==> src/rtl/alu_sequencer.sv <==
// alu_sequencer
// Issue-side controller for the ArithmeticLogicalUnit datapath. Accepts one
// operation at a time, drives the ALU for ALU_LATENCY cycles, captures the
// result and N/Z/V/C into CCR, then presents the result on a writeback
// handshake. NOP, unrecognized opcodes and unrecognized formats retire here
// and never reach the ALU.
//
// Ports:
//   Clock, Reset          rising-edge clock, synchronous active-high reset
//   Issue*                issue handshake, opcode, format, operands, dest tag
//   ALU_Op/RA/RB/NOP      ALU drive; ALU_NOP is low only while executing
//   ALU_RZ/C/V            ALU result and carry/overflow
//   Wb*                   writeback handshake, result and dest tag
//   CcrClear, CCR         flag clear request, condition control register
//   Busy                  controller is not idle
//
// Build option: define ALU_SEQ_STICKY_OVF_EN to make CCR.V accumulate across
// captures (cleared only by CcrClear or Reset).
module alu_sequencer #(
  parameter int unsigned WIDTH       = 32,
  parameter int unsigned ALU_LATENCY = 1
) (
  input  logic             Clock,
  input  logic             Reset,
  input  logic             IssueValid,
  output logic             IssueReady,
  input  logic [5:0]       IssueOp,
  input  logic [1:0]       IssueFmt,
  input  logic [WIDTH-1:0] IssueA,
  input  logic [WIDTH-1:0] IssueB,
  input  logic [WIDTH-1:0] IssueImm,
  input  logic             IssueUseImm,
  input  logic [4:0]       IssueDest,
  output logic [31:0]      ALU_Op,
  output logic [WIDTH-1:0] ALU_RA,
  output logic [WIDTH-1:0] ALU_RB,
  output logic             ALU_NOP,
  input  logic [WIDTH-1:0] ALU_RZ,
  input  logic             ALU_C,
  input  logic             ALU_V,
  output logic             WbValid,
  input  logic             WbReady,
  output logic [WIDTH-1:0] WbData,
  output logic [4:0]       WbDest,
  input  logic             CcrClear,
  output logic [31:0]      CCR,
  output logic             Busy
);

  localparam int unsigned CNT_W  = 4;
  localparam int unsigned FLAG_W = 7;
  localparam int unsigned F_C    = 0;
  localparam int unsigned F_N    = 1;
  localparam int unsigned F_V    = 2;
  localparam int unsigned F_Z    = 3;
  localparam int unsigned F_INR  = 4;
  localparam int unsigned F_NOP  = 6;
  localparam logic [5:0]  OP_NOP = 6'h3F;
  localparam logic [5:0]  OP_MAX = 6'h0F;

  typedef enum logic [1:0] {IDLE, EXEC, WB} state_e;

  state_e             state_q, state_d;
  logic [CNT_W-1:0]   cnt_q, cnt_d;
  logic [5:0]         op_q, op_d;
  logic [WIDTH-1:0]   ra_q, ra_d;
  logic [WIDTH-1:0]   rb_q, rb_d;
  logic [WIDTH-1:0]   data_q, data_d;
  logic [4:0]         dest_q, dest_d;
  logic [FLAG_W-1:0]  flags_q, flags_d;
  logic               alu_nop_q, alu_nop_d;
  logic               accept;

  assign IssueReady = (state_q == IDLE) & ~Reset;
  assign accept     = IssueValid & IssueReady;

  // Next-state, datapath capture and flag update
  always_comb begin
    state_d = state_q;
    cnt_d   = cnt_q;
    op_d    = op_q;
    ra_d    = ra_q;
    rb_d    = rb_q;
    data_d  = data_q;
    dest_d  = dest_q;
    // Clear takes effect first so a same-edge update still lands
    flags_d = CcrClear ? '0 : flags_q;

    case (state_q)
      IDLE: begin
        if (accept) begin
          // {NOP, IFNR, INR} are mutually exclusive retirement markers
          if (IssueFmt == 2'b11) begin
            flags_d[F_NOP:F_INR] = 3'b010;
          end else if (IssueOp == OP_NOP) begin
            flags_d[F_NOP:F_INR] = 3'b100;
          end else if (IssueOp > OP_MAX) begin
            flags_d[F_NOP:F_INR] = 3'b001;
          end else begin
            op_d    = IssueOp;
            ra_d    = IssueA;
            rb_d    = IssueUseImm ? IssueImm : IssueB;
            dest_d  = IssueDest;
            cnt_d   = CNT_W'(ALU_LATENCY - 1);
            state_d = EXEC;
          end
        end
      end
      EXEC: begin
        if (cnt_q == '0) begin
          data_d               = ALU_RZ;
          flags_d[F_Z]         = (ALU_RZ == '0);
          flags_d[F_N]         = ALU_RZ[WIDTH-1];
          flags_d[F_C]         = ALU_C;
`ifdef ALU_SEQ_STICKY_OVF_EN
          flags_d[F_V]         = flags_d[F_V] | ALU_V;
`else
          flags_d[F_V]         = ALU_V;
`endif
          flags_d[F_NOP:F_INR] = 3'b000;
          state_d              = WB;
        end else begin
          cnt_d = cnt_q - CNT_W'(1);
        end
      end
      WB: begin
        if (WbReady) begin
          state_d = IDLE;
        end
      end
      default: state_d = IDLE;
    endcase

    alu_nop_d = (state_d != EXEC);
  end

  // State and output registers
  always_ff @(posedge Clock) begin
    if (Reset) begin
      state_q   <= IDLE;
      cnt_q     <= '0;
      op_q      <= '0;
      ra_q      <= '0;
      rb_q      <= '0;
      data_q    <= '0;
      dest_q    <= '0;
      flags_q   <= '0;
      alu_nop_q <= 1'b1;
    end else begin
      state_q   <= state_d;
      cnt_q     <= cnt_d;
      op_q      <= op_d;
      ra_q      <= ra_d;
      rb_q      <= rb_d;
      data_q    <= data_d;
      dest_q    <= dest_d;
      flags_q   <= flags_d;
      alu_nop_q <= alu_nop_d;
    end
  end

  assign ALU_Op  = {26'b0, op_q};
  assign ALU_RA  = ra_q;
  assign ALU_RB  = rb_q;
  assign ALU_NOP = alu_nop_q;
  assign WbValid = (state_q == WB);
  assign WbData  = data_q;
  assign WbDest  = dest_q;
  assign CCR     = {(32 - FLAG_W)'(0), flags_q};
  assign Busy    = (state_q != IDLE);

endmodule

==> config.mk <==
export PLATFORM = sky130hd
export DESIGN_NAME = alu_sequencer
export DESIGN_NICKNAME = d
export VERILOG_FILES = /design/src/rtl/alu_sequencer.sv
export SDC_FILE = /design/constraint.sdc
export NUM_CORES = 1
export LEC_CHECK = 0
export CAP_MARGIN = 20
export CORE_MARGIN = 2
export CORE_UTILIZATION = 32
export CTS_CLUSTER_SIZE = 16
export DETAILED_ROUTE_END_ITERATION = 8
export PLACE_DENSITY = 0.72
export SKIP_CTS_REPAIR_TIMING = 1
export SYNTH_ARGS = -nofsm -noshare
export SYNTH_HDL_FRONTEND = slang
export SYNTH_SLANG_ARGS = --single-unit
==> constraint.sdc <==
create_clock -name Clock -period 1.65 [get_ports Clock]
set_input_delay 0.165 -clock Clock [delete_from_list [all_inputs] [get_ports Clock]]
set_output_delay 0.165 -clock Clock [all_outputs]
set_load 0.02 [all_outputs]
### Word level (Yosys, flattened, before mapping)

Index checks and enable logic that the tools add are counted.

| cells by class | value |
|---|---|
| add/subtract/negate cells | 1 |
| order comparisons | 1 |
| bitwise gates (word level) | 6 |
| equality and inequality tests | 10 |
| reduce and logical (&&, ||, !) cells | 8 |
| multiplexer cells | 22 |

Operator list:

| kind | number |
|---|---|
| $logic_not A32 Y1 | 1 |
| $mux W32 | 1 |
| $mux W4 | 6 |
| $mux W7 | 2 |
| $mux W2 | 6 |
| $mux W3 | 4 |
| $ne A2 B2 Y1 const B | 5 |
| $pmux W4 S2 | 1 |
| $eq A6 B6 Y1 const B | 1 |
| $gt A6 B4 Y1 const B | 1 |
| $pmux W2 S3 | 1 |
| $pmux W3 S2 | 1 |
| $reduce_and A6 Y1 | 1 |
| $reduce_and A5 Y1 | 1 |
| $eq A2 B2 Y1 const B | 2 |
| $logic_not A4 Y1 | 1 |
| $not A1 Y1 | 4 |
| $reduce_bool A2 Y1 | 2 |
| $sub A4 B1 Y4 const B | 1 |
| $and A1 B1 Y1 | 2 |
| $eq A2 B1 Y1 const B | 1 |
| $logic_not A2 Y1 | 1 |
| $ne A2 B1 Y1 const B | 1 |
| $reduce_and A2 Y1 | 1 |

| word-level totals | value |
|---|---|
| input bits | 149 |
| output and inout port bits | 169 |
| bits in registers | 121 |

### Logic depth before layout (Yosys ltp)

| depth | value |
|---|---|
| depth after elaboration | 7 |
| mapped depth | 8 |
| mapped depth without buffers | 6 |

### Worst setup path before layout

No wires, ideal clock.

| path | value |
|---|---|
| path type | register to register |
| start point | register cnt_q[0] |
| end point | register cnt_q[1] |
| path buffers | 0 |
| data required time | 1.536 ns |
| period minus slack after synthesis | 1.618 ns |
| arrival | 1.503 ns |
| setup slack | 0.032 ns |
| setup time | 0.114 ns |
| stages on the path, launching flop included | 6 |
| cell sequence | dfxtp_1 inv_1 ha_1 or3b_2 and2_1 a2111oi_0 |

| between the ends | value |
|---|---|
| longest elaborated chain between the ends | 3 |
| elaborated cells between the ends (all ways) | 6 |
| classes of those cells | 1 x add/sub; 1 x eq/ne; 2 x mux; 2 x reduce/logical |

RTL lines:

| item | line | source |
|---|---|---|
| start, declared | 64 | `logic [CNT_W-1:0] cnt_q, cnt_d;` |
| start signal, assigned | 151 | `cnt_q <= cnt_d;` |
| $sub A4 B1 Y4 or $logic_not A4 Y1 (tied branches) | 123, 110 |  |
| $mux W4 or $ne A2 B2 Y1 (tied branches) | - |  |
| $pmux W4 S2 or $reduce_and A6 Y1 (tied branches) | - |  |

Parallel ways exist; a longest one is shown, timed or not. The select of a mux whose other input is x is not followed.
A chain may end at the register's enable or synchronous reset.

### Final worst setup path

| path | value |
|---|---|
| start point | register cnt_q[0] |
| end point | register cnt_q[0] |

Same word-level chain as after synthesis.

==> parameters.txt <==
Parameter                              Value

Timing
  Final Max Slew Viols    0
  Final Skew    7.13 ps
  Final worst-path cycle share    95.8%
  Hold violation count in the final report    0
  Tmin final    1580 ps
  Fmax    633 MHz
  Setup TNS    0 ps
  Unrepaired setup endpoints after global routing    true
  Fin worst setup slack    69.1 ps
  Finish-stage setup viols    0

Clocking
  H-tree depth    4
  Clk Tree Root Cell    clkbuf_16
  Number of clock sinks seen by CTS    121
  Maximum root-to-sink buffer count    2
  Clock latency of the later-clocked register in the worst-skew pair    400 ps
  CTS tree    built
  Inserted Clock Buffers    17
  Register clock-pin slew on the reported worst setup and hold paths    50 ps

Floorplanning
  Number of placement rows    46
  Die W    130 um
  Initial core utilization    32.3%
  Core area    0.0157 mm2
  Height of the die    130 um
  # IOs    318
  Die ar.    0.0169 mm2

Worst setup path
  Kind of critical path    reg -> reg
  CP startpoint kind    flip-flop
  Worst reg2reg path depth    7
  Arrival time worst endpoint    1900 ps
  Worst reg-to-reg setup slack    70 ps
  Crit path capture type    flip-flop
  Required time worst endpoint    1970 ps
  Highest net fanout along the worst path    3

Power and ir drop
  Maximum VDD drop    660 uV
  Static leakage    3.16 nW
  Pwr/cell area    856 mW/mm2

Logic synthesis
  Largest area contributor in the netlist    dfxtp_1
  Share of the yosys chip area belonging to registers    47.8%
  Number of distinct library cells after synthesis    36
  Instance count of the mapped netlist    607
  Ys Warns    0
  Synthesized area    0.00507 mm2
  Synth top area cells    dfxtp_1, nand2_1, buf_4
  Flip-flop and latch count after synthesis    121
  Synthesized area per cell    8.36 um2
  Share of Yosys cell area claimed by the top area cell type    47.8%

Final layout
  Combined flip-flop and latch cell area    0.00242 mm2
  Inserted Diodes    0
  Net total in the final layout    1034
  Multi-input logic area    0.00234 mm2
  Fill cell count    1486
  Number of non-filler instances in the completed layout    1108
  P&R area growth vs syn    69.0%
  Fraction of layout cells with a size suffix above 1    8.97%

Placement
  RePlAce Congestion    0.786
  Pre-CTS setup slack    -209 ps
  Detailed-placement wirelength estimate    11.1 mm
  Input/output buffers    266
  DP Cell Count    1076

Status
  Status    completed

Drt
  Number of nets with antenna violations after routing    0
  Number of remaining DRC errors    0
  Total wire length    15.1 mm
  Vias per std cell    4.46
  Count of vias placed by the detailed router    4945
  Number of detailed-routing iterations run before antenna repair    4
  Violation count after the first detailed-routing iteration    164
  Average routed wire per standard cell    13.6 um

Global route
  Wire length of the first global-routing pass    22.3 mm
  Global-route congestion overflow total    0
  Pin count of the biggest net entering global routing    74
  GRT Overall Usage    16.9%
  Initial antenna violation count    0
  Vias in the first global route    4505

Hold path
  Class of the tightest hold or removal check    in -> reg
  Hold Crit Depth    2

Flow run
  Number of maximum-capacitance constraint violations    0
-- final cells by class --
class / count / share of cell area (%)
Inverter: 3 / 0.131
Tap cell: 216 / 3.15
Sequential cell: 121 / 28.3
Multi-Input combinational cell: 441 / 27.3
Clock inverter: 4 / 0.525
Timing Repair Buffer: 299 / 35.0
Clock buffer: 24 / 5.62
-- logic make-up (layout without fill, tap and decap cells) --
kind of cell    count (synthesis)  count (layout)  share of synthesized area [%]
mux                            32              32                           6.31
xor+xnor                        3               3                          0.518
fa+ha+maj                       2               2                          0.493
compound gates                120             120                           14.0
other cells                     1              51                         0.0739
flops                         121             121                           47.8
simple gates                  233             233                           19.5
buf+inv                        95             330                           11.3
-- layer usage --
layer / GRT usage [%] / vias to the layer above / part of all wire [%]
met5: 0 / - / 0
met4: 7.21 / 0 / 2.1
met3: 6.85 / 24 / 9.5
met2: 28.8 / 217 / 49
met1: 18.8 / 2221 / 39
li1: - / 2483 / -
-- worst max-delay path, cell delays in order (launching register included) --
cell	delay, ps
dfxtp_1	300
inv_1	120
ha_4	170
or3b_4	380
and2_4	170
buf_4	140
xnor2_1	110
nor3_1	110
-- sequential cells by signal (all words and copies together) (netlist names) --
register	flops
ALU_RA	32
ALU_RB	32
WbData	32
flags_q	7
op_q	6
WbDest	5
cnt_q	4
state_q	2
ALU_NOP	1
-- per-stage QoR --
step / total power [mW] / area (um2) / hold slack [ps] / util, %
floorplan: 3.55 / 5260 / 297 / -
global placement: 4.02 / 7920 / 441 / 50.4
detailed placement: 4.03 / 7920 / 446 / 50.4
CTS: 7.40 / 8450 / 50.2 / 53.8
global route: 7.62 / 8570 / 68.0 / 54.6
finish: 7.34 / 8570 / 61.8 / 54.6
-- path summary, 6_finish.rpt --
path,startpoint,to
worst max-delay path,cnt_q[0]$_SDFFE_PP0P_,cnt_q[0]$_SDFFE_PP0P_
worst min-delay path,Reset,state_q[1]$_SDFF_PP0_
worst max register to register,cnt_q[0]$_SDFFE_PP0P_,cnt_q[0]$_SDFFE_PP0P_
worst min register to register,WbData[20]$_SDFFE_PP0N_,WbData[20]$_SDFFE_PP0N_
-- Yosys cell counts (all sizes together) --
master   number
a2111oi       1
o22ai         1
mux2i        32
or3           1
dfxtp       121
nand2b        2
nor3          5
nor4b         1
nor2         41
xnor2         1
o21ai         3
ha            2
and2          2
nand4         3
nand3         4
a211oi       34
xor2          2
and3          1
nand4bb       1
nor4          7
a31o          1
clkbuf       22
nor2b         2
nor3b         2
buf          70
conb          1
inv           3
nand3b        4
a21oi        79
nand2       154
or2           2
o31a          1
or3b          1
-- layout by cell type (no fill, tap or decap), types with 2 or more instances in the layout --
cell / count
dfxtp_2: 2
clkdlybuf4s50_1: 261
a21oi_1: 78
inv_1: 2
a211oi_1: 31
or2_2: 2
buf_12: 6
a211oi_2: 3
nand2b_1: 2
buf_4: 25
nor2_1: 38
o21ai_0: 3
clkinv_2: 3
nor3_1: 5
clkbuf_1: 4
nor4_1: 7
xor2_1: 2
nand3_1: 4
dlymetal6s2s_1: 2
nand4_1: 3
dfxtp_1: 119
nor2b_1: 2
buf_6: 2
clkbuf_16: 18
and2_4: 2
nor3b_1: 2
mux2i_1: 32
clkbuf_8: 3
nand3b_1: 4
nand2_1: 154
nor2_2: 2
conb_1: 51
-- where the power goes --
part	internal, mW	switching [mW]
Combinational	0.521	0.447
Clock	2.15	1.21
Sequential	2.98	0.0279
No activity file was read; power rests on OpenSTA's default activity.
